<file path="config.mk">
export PLATFORM = sky130hd
export DESIGN_NAME = payload_realigner
export DESIGN_NICKNAME = d
export VERILOG_FILES = /design/src/rtl/payload_realigner.sv
export SDC_FILE = /design/constraint.sdc
export NUM_CORES = 1
export LEC_CHECK = 0
export ABC_AREA = 1
export BUFFER_PORTS_ARGS = -buffer_cell sky130_fd_sc_hd__buf_4
export CORE_ASPECT_RATIO = 0.9
export CORE_MARGIN = 10
export CORE_UTILIZATION = 47
export CTS_BUF_LIST = sky130_fd_sc_hd__clkbuf_8
export CTS_CLUSTER_SIZE = 8
export DETAILED_ROUTE_END_ITERATION = 12
export PLACE_DENSITY = 0.68
export SYNTH_ARGS = -nofsm -noshare
export SYNTH_HDL_FRONTEND = slang
export SYNTH_SLANG_ARGS = --single-unit
</file>
<file path="constraint.sdc">
create_clock -name iClk -period 13.3 [get_ports iClk]
set_input_delay 1.33 -clock iClk [delete_from_list [all_inputs] [get_ports iClk]]
set_output_delay 1.33 -clock iClk [all_outputs]
set_load 0.005 [all_outputs]
</file>
<file path="src/rtl/payload_realigner.sv">
// rtl/payload_realigner.sv - header strip and payload realign stage of the packet dissector
// Captures the first HDR_BYTES bytes as a flat header and re-packs the rest so payload byte 0 sits in lane 0.
module payload_realigner #(
   parameter int DATA_BYTES = 8,
   parameter int HDR_BYTES  = 14
) (
   input  logic                    iClk,
   input  logic                    iReset,
   input  logic                    iValid,
   output logic                    oReady,
   input  logic [DATA_BYTES*8-1:0] iPacket,
   input  logic                    iSop,
   input  logic                    iEop,
   input  logic [DATA_BYTES-1:0]   iByte_enable,
   output logic [DATA_BYTES*8-1:0] oPayload,
   output logic                    oPayload_valid,
   input  logic                    iPayload_ready,
   output logic                    oSop,
   output logic                    oEop,
   output logic [DATA_BYTES-1:0]   oByte_enable,
   output logic [HDR_BYTES*8-1:0]  oHeader,
   output logic                    oHeader_valid,
   output logic                    oRunt
);
   localparam int W    = DATA_BYTES * 8;
   localparam int OFF  = HDR_BYTES % DATA_BYTES;
   localparam int OFFE = (OFF == 0) ? DATA_BYTES : OFF;   // header bytes in the last header word
   localparam int R    = DATA_BYTES - OFFE;               // residual bytes carried between words
   localparam int HW   = (HDR_BYTES + DATA_BYTES - 1) / DATA_BYTES;
   localparam int CW   = $clog2(DATA_BYTES) + 1;
   localparam int WCW  = $clog2(HW + 1);

   typedef enum logic [1:0] {IDLE, HEADER, PAYLOAD, FLUSH} state_t;

   state_t             state, state_nxt;
   logic [WCW-1:0]     wcnt, wcnt_nxt, idx;
   logic [HW*W-1:0]    shadow, hdr_full;
   logic [W-1:0]       resid;
   logic               first_pend, first_nxt;
   logic [CW-1:0]      flush_n, flush_nxt, v;
   logic [CW:0]        total;
   logic               accept, capture, shadow_wr, resid_ld, commit, runt_nxt;
   logic               load_out, emit_sop, emit_eop;
   logic [W-1:0]       emit_data;
   logic [DATA_BYTES-1:0] emit_be;

   function automatic logic [CW-1:0] count_bytes(input logic [DATA_BYTES-1:0] be);
      logic [CW-1:0] n;
      n = '0;
      for (int k = 0; k < DATA_BYTES; k++) n = n + CW'(be[k]);
      return n;
   endfunction

   function automatic logic [DATA_BYTES-1:0] top_mask(input logic [CW-1:0] n);
      logic [DATA_BYTES-1:0] m;
      m = '0;
      for (int k = 0; k < DATA_BYTES; k++)
         if (CW'(k) < n) m[DATA_BYTES-1-k] = 1'b1;
      return m;
   endfunction

   function automatic logic [W-1:0] mask_data(input logic [W-1:0] d, input logic [DATA_BYTES-1:0] be);
      logic [W-1:0] r;
      r = '0;
      for (int k = 0; k < DATA_BYTES; k++)
         r[k*8 +: 8] = be[k] ? d[k*8 +: 8] : 8'h00;
      return r;
   endfunction

   // Residual lives in the LS R bytes of the previously accepted word.
   function automatic logic [W-1:0] realign(input logic [W-1:0] hi, input logic [W-1:0] lo);
      logic [2*W-1:0] cat;
      cat = {hi, lo};
      return cat[W+R*8-1 -: W];
   endfunction

   assign oReady = !iReset && (state != FLUSH) && (!oPayload_valid || iPayload_ready);

   always_ff @(posedge iClk or posedge iReset) begin
      if (iReset) state <= IDLE;
      else        state <= state_nxt;
   end

   always_comb begin
      state_nxt = state;
      wcnt_nxt  = wcnt;
      first_nxt = first_pend;
      flush_nxt = flush_n;
      shadow_wr = 1'b0;
      resid_ld  = 1'b0;
      commit    = 1'b0;
      runt_nxt  = 1'b0;
      load_out  = 1'b0;
      emit_sop  = 1'b0;
      emit_eop  = 1'b0;
      emit_data = '0;
      emit_be   = '0;
      accept    = iValid && oReady;
      v         = count_bytes(iByte_enable);
      total     = (CW+1)'(R) + {1'b0, v};
      capture   = accept && (iSop || state == HEADER);
      idx       = iSop ? '0 : wcnt;
      hdr_full  = shadow;

      if (capture) begin
         hdr_full[(HW-1-int'(idx))*W +: W] = iPacket;
         shadow_wr = 1'b1;
         if (int'(idx) != HW-1) begin
            if (iEop) begin
               runt_nxt  = 1'b1;
               state_nxt = IDLE;
            end else begin
               state_nxt = HEADER;
               wcnt_nxt  = idx + WCW'(1);
            end
         end else if (iEop && v < CW'(OFFE)) begin
            runt_nxt  = 1'b1;
            state_nxt = IDLE;
         end else begin
            commit   = 1'b1;
            resid_ld = 1'b1;
            if (!iEop) begin
               state_nxt = PAYLOAD;
               first_nxt = 1'b1;
            end else begin
               state_nxt = IDLE;
               if (v > CW'(OFFE)) begin
                  load_out  = 1'b1;
                  emit_sop  = 1'b1;
                  emit_eop  = 1'b1;
                  emit_be   = top_mask(v - CW'(OFFE));
                  emit_data = mask_data(realign(iPacket, '0), emit_be);
               end
            end
         end
      end else if (accept && state == PAYLOAD) begin
         resid_ld  = 1'b1;
         load_out  = 1'b1;
         emit_sop  = first_pend;
         first_nxt = 1'b0;
         emit_be   = '1;
         if (iEop) begin
            if (total <= (CW+1)'(DATA_BYTES)) begin
               emit_be   = top_mask(CW'(total));
               emit_eop  = 1'b1;
               state_nxt = IDLE;
            end else begin
               flush_nxt = CW'(total - (CW+1)'(DATA_BYTES));
               state_nxt = FLUSH;
            end
         end
         emit_data = mask_data(realign(resid, iPacket), emit_be);
      end else if (state == FLUSH && (!oPayload_valid || iPayload_ready)) begin
         load_out  = 1'b1;
         emit_eop  = 1'b1;
         emit_be   = top_mask(flush_n);
         emit_data = mask_data(realign(resid, '0), emit_be);
         state_nxt = IDLE;
      end
   end

   always_ff @(posedge iClk or posedge iReset) begin
      if (iReset) begin
         wcnt           <= '0;
         shadow         <= '0;
         resid          <= '0;
         first_pend     <= 1'b0;
         flush_n        <= '0;
         oHeader        <= '0;
         oHeader_valid  <= 1'b0;
         oRunt          <= 1'b0;
         oPayload       <= '0;
         oPayload_valid <= 1'b0;
         oSop           <= 1'b0;
         oEop           <= 1'b0;
         oByte_enable   <= '0;
      end else begin
         wcnt          <= wcnt_nxt;
         first_pend    <= first_nxt;
         flush_n       <= flush_nxt;
         oHeader_valid <= commit;
         oRunt         <= runt_nxt;
         if (shadow_wr) shadow <= hdr_full;
         if (resid_ld)  resid  <= iPacket;
         if (commit)    oHeader <= hdr_full[HW*W-1 -: HDR_BYTES*8];
         if (load_out) begin
            oPayload_valid <= 1'b1;
            oPayload       <= emit_data;
            oByte_enable   <= emit_be;
            oSop           <= emit_sop;
            oEop           <= emit_eop;
         end else if (iPayload_ready) begin
            oPayload_valid <= 1'b0;
         end
      end
   end
endmodule

</file>
; Word level (Yosys, flattened, before mapping)
; Cells that the tools add are included.
[totals]
regBits = 342
output_inout_bits = 190
elab_cells = 200
[classes]
n_addsub = 13
order_cmp = 27
eq_ne = 9
shifts = 2
n_mux = 112
n_bitwise = 3
n_reduce_logical = 19
[op_table]
columns = cell, n
row1 = 2-to-1 mux 64 bit, 7
row2 = 2-to-1 mux 8 bit, 23
row3 = bitwise mux 128 bit, 1
row4 = 2-to-1 mux 128 bit, 1
row5 = variable shift 64 x 33 -> 128 bit (first input constant), 1
row6 = indexed part select 64 x 33 -> 128 bit, 1
row7 = 2-to-1 mux 1 bit, 71
row8 = < comparator 3 x 4 -> 1 bit (first input constant), 12
row9 = negator 9 -> 33 bit, 1
row10 = < comparator 1 x 4 -> 1 bit (first input constant), 6
row11 = < comparator 2 x 4 -> 1 bit (first input constant), 6
row12 = 2-to-1 mux 2 bit, 9
row13 = adder 4 x 1 -> 4 bit, 4
row14 = != test 2 bit (second input constant), 5
row15 = AND reduction 4 bit, 2
row16 = logical AND 1 bit, 7
row17 = adder 2 x 4 -> 5 bit (first input constant), 1
row18 = <= comparator 5 x 4 -> 1 bit (second input constant), 1
row19 = adder 3 x 1 -> 4 bit, 1
row20 = equality test 2 bit (second input constant), 2
row21 = > comparator 4 x 3 -> 1 bit (second input constant), 1
row22 = < comparator 4 x 3 -> 1 bit (second input constant), 1
row23 = AND reduction 2 bit, 2
row24 = nonzero test 2 bit, 2
row25 = other kinds (13), 17

; Longest topological paths before layout
; Gate-level depths: netlist of run 1.
[depth]
word_depth = 21
ltp_mapped = 20

; Least setup slack after synthesis of run 1
; No wires, ideal clock.
[synth_path]
path_type = input to output
start = input iReset
end = output oReady
arrival_ns = 9.136
slack_ns = 2.834
path_stages = 3
path_buffers = 0
cell_sequence = inv_1 -> nand2_1 -> nor2_4
[synth_via]
elab_chain_len = 3
[synth_lines]
columns = item, line
row1 = "start, declared", 8  ; input logic iReset,
row2 = zero test 1 bit (no line), -
row3 = logical AND 1 bit (2 in a row), 77  ; assign oReady = !iReset && (state != FLUSH) && (!oPayload_valid || iPayload_ready);
row4 = "end, declared", 10  ; output logic oReady,
; No other way between the ends.

; Worst setup path after layout of run 1
[layout_path]
start = input iByte_enable[0]
end = register oHeader[71]
[layout_via]
elab_chain_len = 12
[layout_lines]
columns = item, line
row1 = "start, declared", 14  ; input logic [DATA_BYTES-1:0] iByte_enable,
row2 = adder 1 x 1 -> 2 bit, 50  ; for (int k = 0; k < DATA_BYTES; k++) n = n + CW'(be[k]);
row3 = adder 2 x 1 -> 3 bit, 50
row4 = adder 3 x 1 -> 4 bit, 50
row5 = adder 4 x 1 -> 4 bit (4 in a row), 50
row6 = < comparator 4 x 3 -> 1 bit, 116  ; end else if (iEop && v < CW'(OFFE)) begin
row7 = logical AND 1 bit, 116
row8 = 2-to-1 mux 1 bit, 116
row9 = 2-to-1 mux 1 bit, 108  ; if (int'(idx) != HW-1) begin
row10 = 2-to-1 mux 1 bit, 105  ; if (capture) begin
row11 = "end signal, assigned", 185  ; if (commit) oHeader <= hdr_full[HW*W-1 -: HDR_BYTES*8];
row12 = "end, declared", 21  ; output logic [HDR_BYTES*8-1:0] oHeader,
; No other way between the ends.
; A chain may end at the register's enable or synchronous reset.

==> metrics.md, run 1 <==
| Metric | Value |
|---|---|
| Largest net degree at the start of global routing | `175` |
| Die height | `180 um` |
| Synth warn | `0` |
| Final ANT Viol Nets | `0` |
| Detail Placement HPWL | `25.8 mm` |
| Die Wd | `198 um` |
| Unrepaired setup endpoints after global routing | `no` |
| Ys async rst share | `100%` |
| Cell Chain, Critical Path | `buf_4 > fa_1 > inv_1 > fa_1 > fa_1 > inv_1 > ha_1 > fa_1 > nand2_1 > nand2_1 > nand2_2 > nor2_4 > nor2_4 > buf_4 > inv_4 > buf_4 > nand2_1 > nand2_1` |
| Fin Setup TNS | `0 ps` |
| Die area | `0.0358 sq mm` |
| Total GRT Usage | `22.0%` |
| Grt total ovfl | `0` |
| # rows | `58` |
| Vias | `11400` |
| WS Path Type | `input pin to register` |
| Top cell type's share of synthesized area | `60.7%` |
| Vias per cell | `5.24` |
| TritonCTS clock tree | `yes` |
| Clock-pin transition on the worst setup and hold timing paths | `60 ps` |
| P per Cell Area | `197 mW/mm^2` |
| Crit path max-delay cell type | `buf_4` |
| Maximum vdd drop | `0.0847 mV` |
| Clock skew | `22.7 ps` |
| CTS resizes | `0` |
| Detailed Route WL | `39.9 mm` |
| Worst hold path class | `register to register` |
| Post-Syn Nets | `1631` |
| Yosys top cell by area | `dfrtp_1` |
| Leakage | `9.02 nW` |
| Rel. slew slack | `31.0%` |
| Post-synthesis cell type count | `33` |
| Final nets | `1878` |
| Fin crit period | `5830 ps` |
| Crit path arrival time | `6310 ps` |
| Slew Viols, Final | `0` |
| Initial antenna violation count | `1` |
| IO Pins | `268` |
| H-tree depth | `2` |
| Seq/Total Area, Yosys | `60.7%` |
| Iteration-0 DRC Markers | `878` |
| Top_reg_cell synth | `dfrtp_1` |
| FF+latch count, synth | `326` |
| Critical path required time | `13780 ps` |
| Post-CTS Setup Repair Bufs | `0` |
| Least-Margin Pin Slew | `1030 ps` |
| Fin. Hold Viols | `0` |
| Critical Path End Type | `register` |
| Hold_buf cts | `0` |
| Post-DP Area | `0.0156 sq mm` |
| Final worst slack | `7470 ps` |
| Vias in the first global route | `11500` |
| Final period util | `43.8%` |
| Cells after Synth | `1542` |
| Core area | `0.0281 sq mm` |
| Layout cells sized above 1 | `20.2%` |
| Setup violations, final | `0` |
| Fmax | `0.172 GHz` |
| Area contributors post-synth | `dfrtp_1 (61%), nand2_1 (20%), o21ai_0 (6.4%)` |
| Pre-CTS WS | `6920 ps` |
| IO Port Bufs | `267` |
| CTS sink cnt | `326` |
| Clock Latency Late Sink | `560 ps` |
| WL per Instance | `18.3 um` |
| Max Cap Viol | `0` |
| Number of synthesized flops with an enable pin | `0` |
| Area growth syn-to-layout | `23.6%` |
| Mapped Avg Cell Area | `8.72 sq um` |
| Max clock buf depth | `3` |
| Global placer's final weighted congestion | `0.867` |
| Util after Layout | `59.2%` |
| Initial core utilization | `47.9%` |
| DRC viols | `0` |
| Type of element launching the critical path | `input pin` |
| Crit path largest cell delay | `770 ps` |
| First-pass GRT wire length | `63.8 mm` |
| Run status | `completed` |
| DR pass1 iterations | `5` |
| Root Buffer | `clkbuf_8` |
| Post-Syn Area | `0.0134 sq mm` |
| CTS Buf Count | `52` |
| Final-layout fill cell count | `2532` |
| Design area | `0.0166 sq mm` |
| Crit path max fanout | `81` |
[logic make-up (layout without fill, tap and decap cells)]
logic type,count (synthesis),count (layout),share of synthesized area [%]
and+or+nand+nor,856,856,25.4
DFF,326,326,60.7
AOI/OAI and AO/OA,215,215,8.15
buffers and inverters,133,411,4.40
adders and majority gates,11,11,1.25
xor gates and xnor gates,1,1,0.0652
other,0,1,0
[synth_stat cells, drive strengths merged (2+ instances only)]
master	number
a21oi	10
o211ai	2
nor2	26
clkbuf	47
ha	7
nor3	2
buf	38
fa	4
dfrtp	326
nand3	93
o21ai	198
a31oi	2
nand3b	4
nand4	9
nand2	721
inv	48
[cells in the final DEF (no fill, tap or decap), types with 7 or more instances in the layout]
cell and count:
nand2_1 716, dfrtp_1 326, buf_4 277, o21ai_0 173
nand3_1 91, clkbuf_8 67, inv_1 58, o21ai_1 25
nor2_1 20, nand4_1 9, a21oi_1 9, ha_1 7
[area by class of cell]
cell class,count,area [sq um],share of cell area (%)
repair buffers,278,2100,12.6
inverters,48,193,1.16
multi-input cells,1083,4720,28.4
flip-flops and latches,326,8160,49.1
clock buffers,67,922,5.55
well taps,360,450,2.71
clock inverters,18,70.1,0.422
diodes,1,2.50,0.0151
[registers in the layout, summed over array words and instances (netlist names)]
| register | count |
|---|---|
| resid | 16 |
| shadow | 112 |
| state | 2 |
| wcnt | 2 |
| oRunt | 1 |
| oHeader | 112 |
| flush_n | 4 |
| oPayload | 64 |
| oByte_enable | 8 |
| oHeader_valid | 1 |
| oPayload_valid | 1 |
| oEop | 1 |
| first_pend | 1 |
| oSop | 1 |
[path summary, 6_finish.rpt]
| check | endpoint | from | slack, ps | depth (start not counted) |
|---|---|---|---|---|
| max | oHeader[71] | iByte_enable[0] | 7470 | 18 |
| min | oPayload[12] | oPayload[12] | 470 | 2 |
| max reg2reg | oHeader[71] | state[1] | 9050 | 11 |
| min reg2reg | oPayload[12] | oPayload[12] | 470 | 2 |
| max in group asynchronous | shadow[101] | iReset | 11050 | 3 |
| min in group asynchronous | oHeader[60] | iReset | 840 | 2 |
[per-layer routing]
layer / wire length, um / global-route usage, % / vias to the layer above
met5: 0 / 0 / -
met4: 753 / 6.36 / 0
met3: 3680 / 6.80 / 58
met2: 18000 / 33.6 / 408
met1: 17400 / 29.6 / 5563
li1: - / - / 5405
[critical path, delay by kind of cell]
kind,cells,cell delay (ps)
adders and majority gates,5,2370
and+or+nand+nor,7,690
buffers and inverters,6,1770
[power by group]
part	leakage (nW)	internal (mW)	switching, mW
clock network	0.575	0.445	0.376
logic	4.05	0.396	0.637
registers	4.39	1.28	0.139
total	9.02	2.13	1.15
[metrics by stage]
stage / power [mW] / hold WS (ps) / instances
after CTS: 3.31 / 467 / 2180
after detailed placement: 2.48 / 461 / 2095
after global routing: 3.51 / 488 / 2181
final: 3.28 / 471 / 2181
after floorplan: 1.98 / 453 / 1542
after global placement: 2.45 / 456 / 2095
No activity file was read; power rests on OpenSTA's default activity.
==> run 2, diff against run 1 <==
- PLACE_DENSITY: 0.68 -> 0.71
- clock period: 13.3 -> 5.2 ns (I/O delays scaled with it)
==> metrics.md, run 2 (synthesis results as in run 1) <==
| Metric | Value |
|---|---|
| IO Port Bufs | `267 (unchanged)` |
| Final ANT Viol Nets | `0 (unchanged)` |
| Most frequent cells in the layout | `nand2_1 (716), dfrtp_1 (326), buf_4 (280)` |
| Leakage | `9.09 nW (+0.78%)` |
| Pint | `5.54 mW (+160%)` |
| WL per Instance | `18.3 um (+0.22%)` |
| Rel. slew slack | `30.4% (-0.64 points)` |
| Vias per cell | `5.24 (about the same)` |
| Clock-pin transition on the worst setup and hold timing paths | `60 ps (about the same)` |
| Fin. Hold Viols | `0 (unchanged)` |
| Crit path max-delay cell type | `fa_1` |
| Post-CTS Setup Repair Bufs | `0 (unchanged)` |
| DRC viols | `0 (unchanged)` |
| Critical path origin | `iByte_enable[0]` |
| Vias | `11500 (+0.59%)` |
| R2r startpoint | `wcnt[0]` |
| Cell Chain, Critical Path | `buf_4 > fa_1 > inv_1 > fa_1 > fa_1 > inv_1 > ha_1 > fa_1 > ha_1 > inv_1 > nand3_1 > nand2_2 > nor2_1 > inv_1 > nor2_1 > o21ai_1 > nand3_1 > nand2_1 > nand2_1` |
| Grt total ovfl | `0 (unchanged)` |
| Fmax | `0.244 GHz` |
| Crit path max fanout | `8 (-90%)` |
| Reg2reg path depth | `8 (-3)` |
| Comb pwr share | `30.8% (-0.7 points)` |
| CTS Buf Count | `54 (+3.8%)` |
| Detailed Route WL | `40.2 mm (+0.81%)` |
| FF+latch area | `0.00816 sq mm (unchanged)` |
| Slew Viols, Final | `0 (unchanged)` |
| Die Wd | `198 um (unchanged)` |
| Multi-input gate area | `0.00475 sq mm (+0.61%)` |
| Final-layout fill cell count | `2504 (-1.1%)` |
| Sw frac | `35.0% (-0.14 points)` |
| Design area | `0.0168 sq mm (+0.97%)` |
| Detail Placement HPWL | `26.8 mm (+3.9%)` |
| Core area | `0.0281 sq mm (unchanged)` |
| R2r setup slk | `2430 ps (-6620 ps)` |
| Iteration-0 DRC Markers | `1008 (+15%)` |
| Fin Setup TNS | `0 ps (unchanged)` |
| Global placer's final weighted congestion | `0.909 (+4.9%)` |
| Setup violations, final | `0 (unchanged)` |
| Max Cap Viol | `0 (unchanged)` |
| Vias in the first global route | `11700 (+1.3%)` |
| Least-Margin Pin Slew | `1040 ps (+7.19 ps)` |
| Crit path largest cell delay | `570 ps (-200 ps)` |
| Crit Reg-Reg Endpoint | `oHeader[70]` |
| Largest net degree at the start of global routing | `97 (-45%)` |
| Initial core utilization | `47.9% (unchanged)` |
| DR pass1 iterations | `5 (unchanged)` |
| Run status | `completed` |
| IO Pins | `268 (unchanged)` |
| H-tree depth | `2 (unchanged)` |
| Critical Path End Type | `register` |
| Final worst slack | `1100 ps (-6380 ps)` |
| Area growth syn-to-layout | `24.8%` |
| Critical path required time | `5660 ps (-8120 ps)` |
| Switching power | `2.98 mW (+160%)` |
| Clock Latency Late Sink | `580 ps (+20 ps)` |
| TritonCTS clock tree | `yes` |
| # rows | `58 (unchanged)` |
| Sequential power share | `43.0% (-0.4 points)` |
| Worst hold path class | `input pin to register` |
| Crit path arrival time | `4570 ps (-1740 ps)` |
| Die height | `180 um (unchanged)` |
| Layout cells sized above 1 | `20.6% (+0.48 points)` |
| Post-DP Area | `0.0157 sq mm (+0.56%)` |
| Clock skew | `15.3 ps (-7.39 ps)` |
| Die area | `0.0358 sq mm (unchanged)` |
| Hold_buf cts | `0 (unchanged)` |
| Regs by FF count | `oHeader x112, shadow x112, oPayload x64` |
| CTS resizes | `0 (unchanged)` |
| Pre-CTS WS | `500 ps (-6420 ps)` |
| WS Path Type | `input pin to register` |
| Fin crit period | `4100 ps` |
| Final nets | `1885 (+0.37%)` |
| Most common cell after layout, fill and taps aside | `nand2_1` |
| Max clock buf depth | `3 (unchanged)` |
| First-pass GRT wire length | `64.2 mm (+0.63%)` |
| Clk pwr share | `26.1% (+1.1 points)` |
| Root Buffer | `clkbuf_8` |
| Total GRT Usage | `22.1% (+0.054 points)` |
| Initial antenna violation count | `3 (+2)` |
| Unrepaired setup endpoints after global routing | `no` |
| P per Cell Area | `508 mW/mm^2 (+160%)` |
| Setup crit end | `flush_n[1]` |
| Overall Power | `8.52 mW (+160%)` |
| Final period util | `78.9%` |
| Maximum vdd drop | `0.301 mV (+260%)` |
| CTS sink cnt | `326 (unchanged)` |
| Type of element launching the critical path | `input pin` |
==> run 2: layout make-up <==
class                           count  area share [%]
Sequential cell                   326            48.6
Multi-Input combinational cell   1083            28.3
Timing Repair Buffer              283            12.9
Clock buffer                       69            5.66
Tap cell                          360            2.68
Inverter                           48            1.13
Clock inverter                     22           0.664
Antenna cell                        3          0.0447
==> run 2: worst min-delay path by stage <==
stage                endpoint  cells after the start  slack, ps           start
5_1_grt        oPayload_valid                      2        110  iPayload_ready
3_3_place_gp     oPayload[14]                      2        460    oPayload[14]
4_1_cts        oPayload_valid                      2        100  iPayload_ready
6_report       oPayload_valid                      2        130  iPayload_ready
3_5_place_dp     oPayload[10]                      2        460    oPayload[10]
2_1_floorplan    oPayload[48]                      2        450        resid[0]
==> run 2: power by group through the flow <==
stage / Clock (mW) / Combinational [mW] / Sequential, mW
CTS: 2.27 / 2.66 / 3.66
finish: 2.23 / 2.63 / 3.66
detailed placement: 0 / 2.66 / 3.69
global route: 2.39 / 2.97 / 3.74
global placement: 0 / 2.58 / 3.68
floorplan: 0 / 1.48 / 3.64
==> run 2: routing by layer <==
layer,global-route usage [%],wire length (um),vias to the layer above
met1,29.8,17400,5573
met4,6.55,739,0
met3,6.53,3750,57
met2,33.5,18300,445
met5,0,0,-
li1,-,-,5427
==> run 2: stage by stage <==
stage / utilization, % / std cells / hold WS [ps]
3_3_place_gp: 55.9 / 2100 / 455
4_1_cts: 59.7 / 2191 / 105
6_report: 59.7 / 2194 / 126
2_1_floorplan: - / 1542 / 453
3_5_place_dp: 55.9 / 2100 / 460
5_1_grt: 59.7 / 2193 / 110
==> run 2: critical path: cells and delay by family <==
family                     cells  cell delay, ps
AOI/OAI and AO/OA              1             340
buffers and inverters          5             370
adders and majority gates      6            2560
and+or+nand+nor                7             780
==> run 3, diff against run 2 <==
- clock period: 5.2 -> 3.3 ns (I/O delays scaled with it)
==> metrics.md, run 3 (synthesis results as in run 1) <==
| Metric | Value |
|---|---|
| Largest net degree at the start of global routing | `160 (+65%)` |
| Cell Chain, Critical Path | `buf_8 > fa_1 > inv_2 > fa_1 > fa_1 > inv_2 > ha_4 > fa_2 > xor2_4 > ha_4 > inv_2 > nand3_2 > nand2_4 > buf_6 > nand4_1 > o21ai_2 > nand2_2 > nand2_1 > nand3_1` |
| Crit path max fanout | `5 (-3)` |
| Overall Power | `15.0 mW (+76%)` |
| Crit path arrival time | `4200 ps (-370 ps)` |
| Final Non-Filler Cells | `2350 (+7.1%)` |
| WL per Instance | `20.0 um (+9.3%)` |
| Iteration-0 DRC Markers | `1103 (+9.4%)` |
| Clock Latency Late Sink | `590 ps (about the same)` |
| Regs by FF count | `oHeader x112, shadow x112, oPayload x64` |
| Least-Margin Pin Slew | `1240 ps (+198 ps)` |
| Most frequent cells in the layout | `nand2_1 (651), dfrtp_1 (326), buf_4 (307)` |
| Worst hold path class | `input pin to register` |
| Most common cell after layout, fill and taps aside | `nand2_1` |
| Layout cells sized above 1 | `32.4% (+12 points)` |
| Crit path max-delay family | `adder cells` |
| Final period util | `113%` |
| Clock skew | `20.3 ps (+4.98 ps)` |
| Detail Placement HPWL | `27.1 mm (+1.1%)` |
| Rel. slew slack | `16.8% (-14 points)` |
| Vias in the first global route | `13200 (+13%)` |
| Type of element launching the critical path | `input pin` |
| Initial antenna violation count | `1 (-2)` |
| Fin crit period | `3730 ps` |
| Critical path required time | `3770 ps (-1890 ps)` |
| First-pass GRT wire length | `72.3 mm (+13%)` |
| Max clock buf depth | `3 (unchanged)` |
| Clock-pin transition on the worst setup and hold timing paths | `70 ps (about the same)` |
| IO Port Bufs | `267 (unchanged)` |
| Final-layout fill cell count | `2069 (-17%)` |
| Design area | `0.0199 sq mm (+19%)` |
| Area growth syn-to-layout | `48.0%` |
| # rows | `58 (unchanged)` |
| Grt total ovfl | `0 (unchanged)` |
| Fin. Hold Viols | `0 (unchanged)` |
| Critical Path End Type | `register` |
| Leakage | `10.4 nW (+15%)` |
| Initial core utilization | `47.9% (unchanged)` |
| R2r setup slk | `0 ps (-2430 ps)` |
| Total GRT Usage | `25.0% (+2.9 points)` |
| Root Buffer | `clkbuf_8` |
| Crit path largest cell delay | `560 ps (about the same)` |
| Crit path max-delay cell type | `fa_1` |
| Final worst slack | `-429 ps (-1520 ps)` |
| Core area | `0.0281 sq mm (unchanged)` |
| Die Wd | `198 um (unchanged)` |
| Fmax | `0.268 GHz` |
| CTS sink cnt | `326 (unchanged)` |
| Unrepaired setup endpoints after global routing | `yes` |
| Placed Cells | `2143 (+2.0%)` |
| Bufs and invs on worst path | `5 (unchanged)` |
| H-tree depth | `2 (unchanged)` |
| IO Pins | `268 (unchanged)` |
| WS Path Type | `input pin to register` |
| Die height | `180 um (unchanged)` |
| Maximum vdd drop | `0.470 mV (+56%)` |
| DRC viols | `0 (unchanged)` |
| Final nets | `2042 (+8.3%)` |
| TritonCTS clock tree | `yes` |
| Vias | `12700 (+10%)` |
| Slew Viols, Final | `0 (unchanged)` |
| CTS Buf Count | `54 (unchanged)` |
| Post-DP Area | `0.0163 sq mm (+3.6%)` |
| Util after Layout | `70.8% (+11 points)` |
| Run status | `complete, but fails checks` |
| Failing checks | `setup timing` |
| Max Cap Viol | `0 (unchanged)` |
| DR pass1 iterations | `5 (unchanged)` |
| Setup violations, final | `211 (+211)` |
| Vias per cell | `5.39 (+2.8%)` |
| Detailed Route WL | `47.1 mm (+17%)` |
| P per Cell Area | `754 mW/mm^2 (+48%)` |
| Die area | `0.0358 sq mm (unchanged)` |
| Global placer's final weighted congestion | `0.875 (-3.7%)` |
| Final ANT Viol Nets | `0 (unchanged)` |
==> run 3: stage by stage <==
step / worst slack [ps] / setup TNS, ps / hold WS, ps
finish: -429 / -66420 / 22.6
global route: -552 / -87740 / 18.7
global placement: -901 / -154850 / 455
CTS: -204 / -22430 / 2.04
detailed placement: -1090 / -168790 / 461
floorplan: -3240 / -1480430 / 426
==> run 3: what timing repair did <==
action / CTS / global route
gates cloned: 23 / 12
buffers inserted: 17 / 19
hold buffers: 51 / 0
pin swaps: 46 / 60
endpoints found under the hold margin: 63 / 0
endpoints found under the setup margin: 210 / 211
resized for setup: 164 / 113
==> run 3: worst paths after layout <==
kind	to	from	cells after the start
max in group asynchronous	shadow[45]	iReset	4
worst min-delay path	oPayload[11]	iPacket[27]	3
worst max-delay path	oPayload[53]	iByte_enable[0]	19
worst max register to register	oPayload[31]	oPayload_valid	10
worst min register to register	oHeader[13]	oHeader[13]	2
min in group asynchronous	oHeader[60]	iReset	3
==> run 3: worst reg2reg max path: cells and delay by family (launching register included) <==
| kind | cells | cell delay [ps] |
|---|---|---|
| AND/OR/NAND/NOR | 7 | 1200 |
| buffers and inverters | 3 | 1630 |
| flip-flops | 1 | 350 |
==> run 3: layout make-up <==
type                       count  area (sq um)  area share, %
inverter                      48           234           1.18
clock inverter                28           139          0.698
sequential                   326          8160           41.0
multi-input combinational   1087          5610           28.2
timing repair buffer         435          4420           22.2
tap                          360           450           2.26
timing repair inverter         1          11.3         0.0566
antenna                        2          5.00         0.0252
clock buffer                  63           867           4.36
==> run 3: per-layer routing <==
metal	up-vias	track usage, %	part of all wire (%)
met3	93	6.05	8.8
li1	5776	-	-
met5	-	0	0
met2	557	39.8	47
met4	0	7.59	2.6
met1	6233	33.1	41
==> run 3: where the power goes <==
group	internal [mW]	switching [mW]	total [mW]	leakage, nW
combinational	2.56	3.25	5.81	5.42
clock	1.79	1.60	3.39	0.601
sequential	5.17	0.619	5.79	4.39
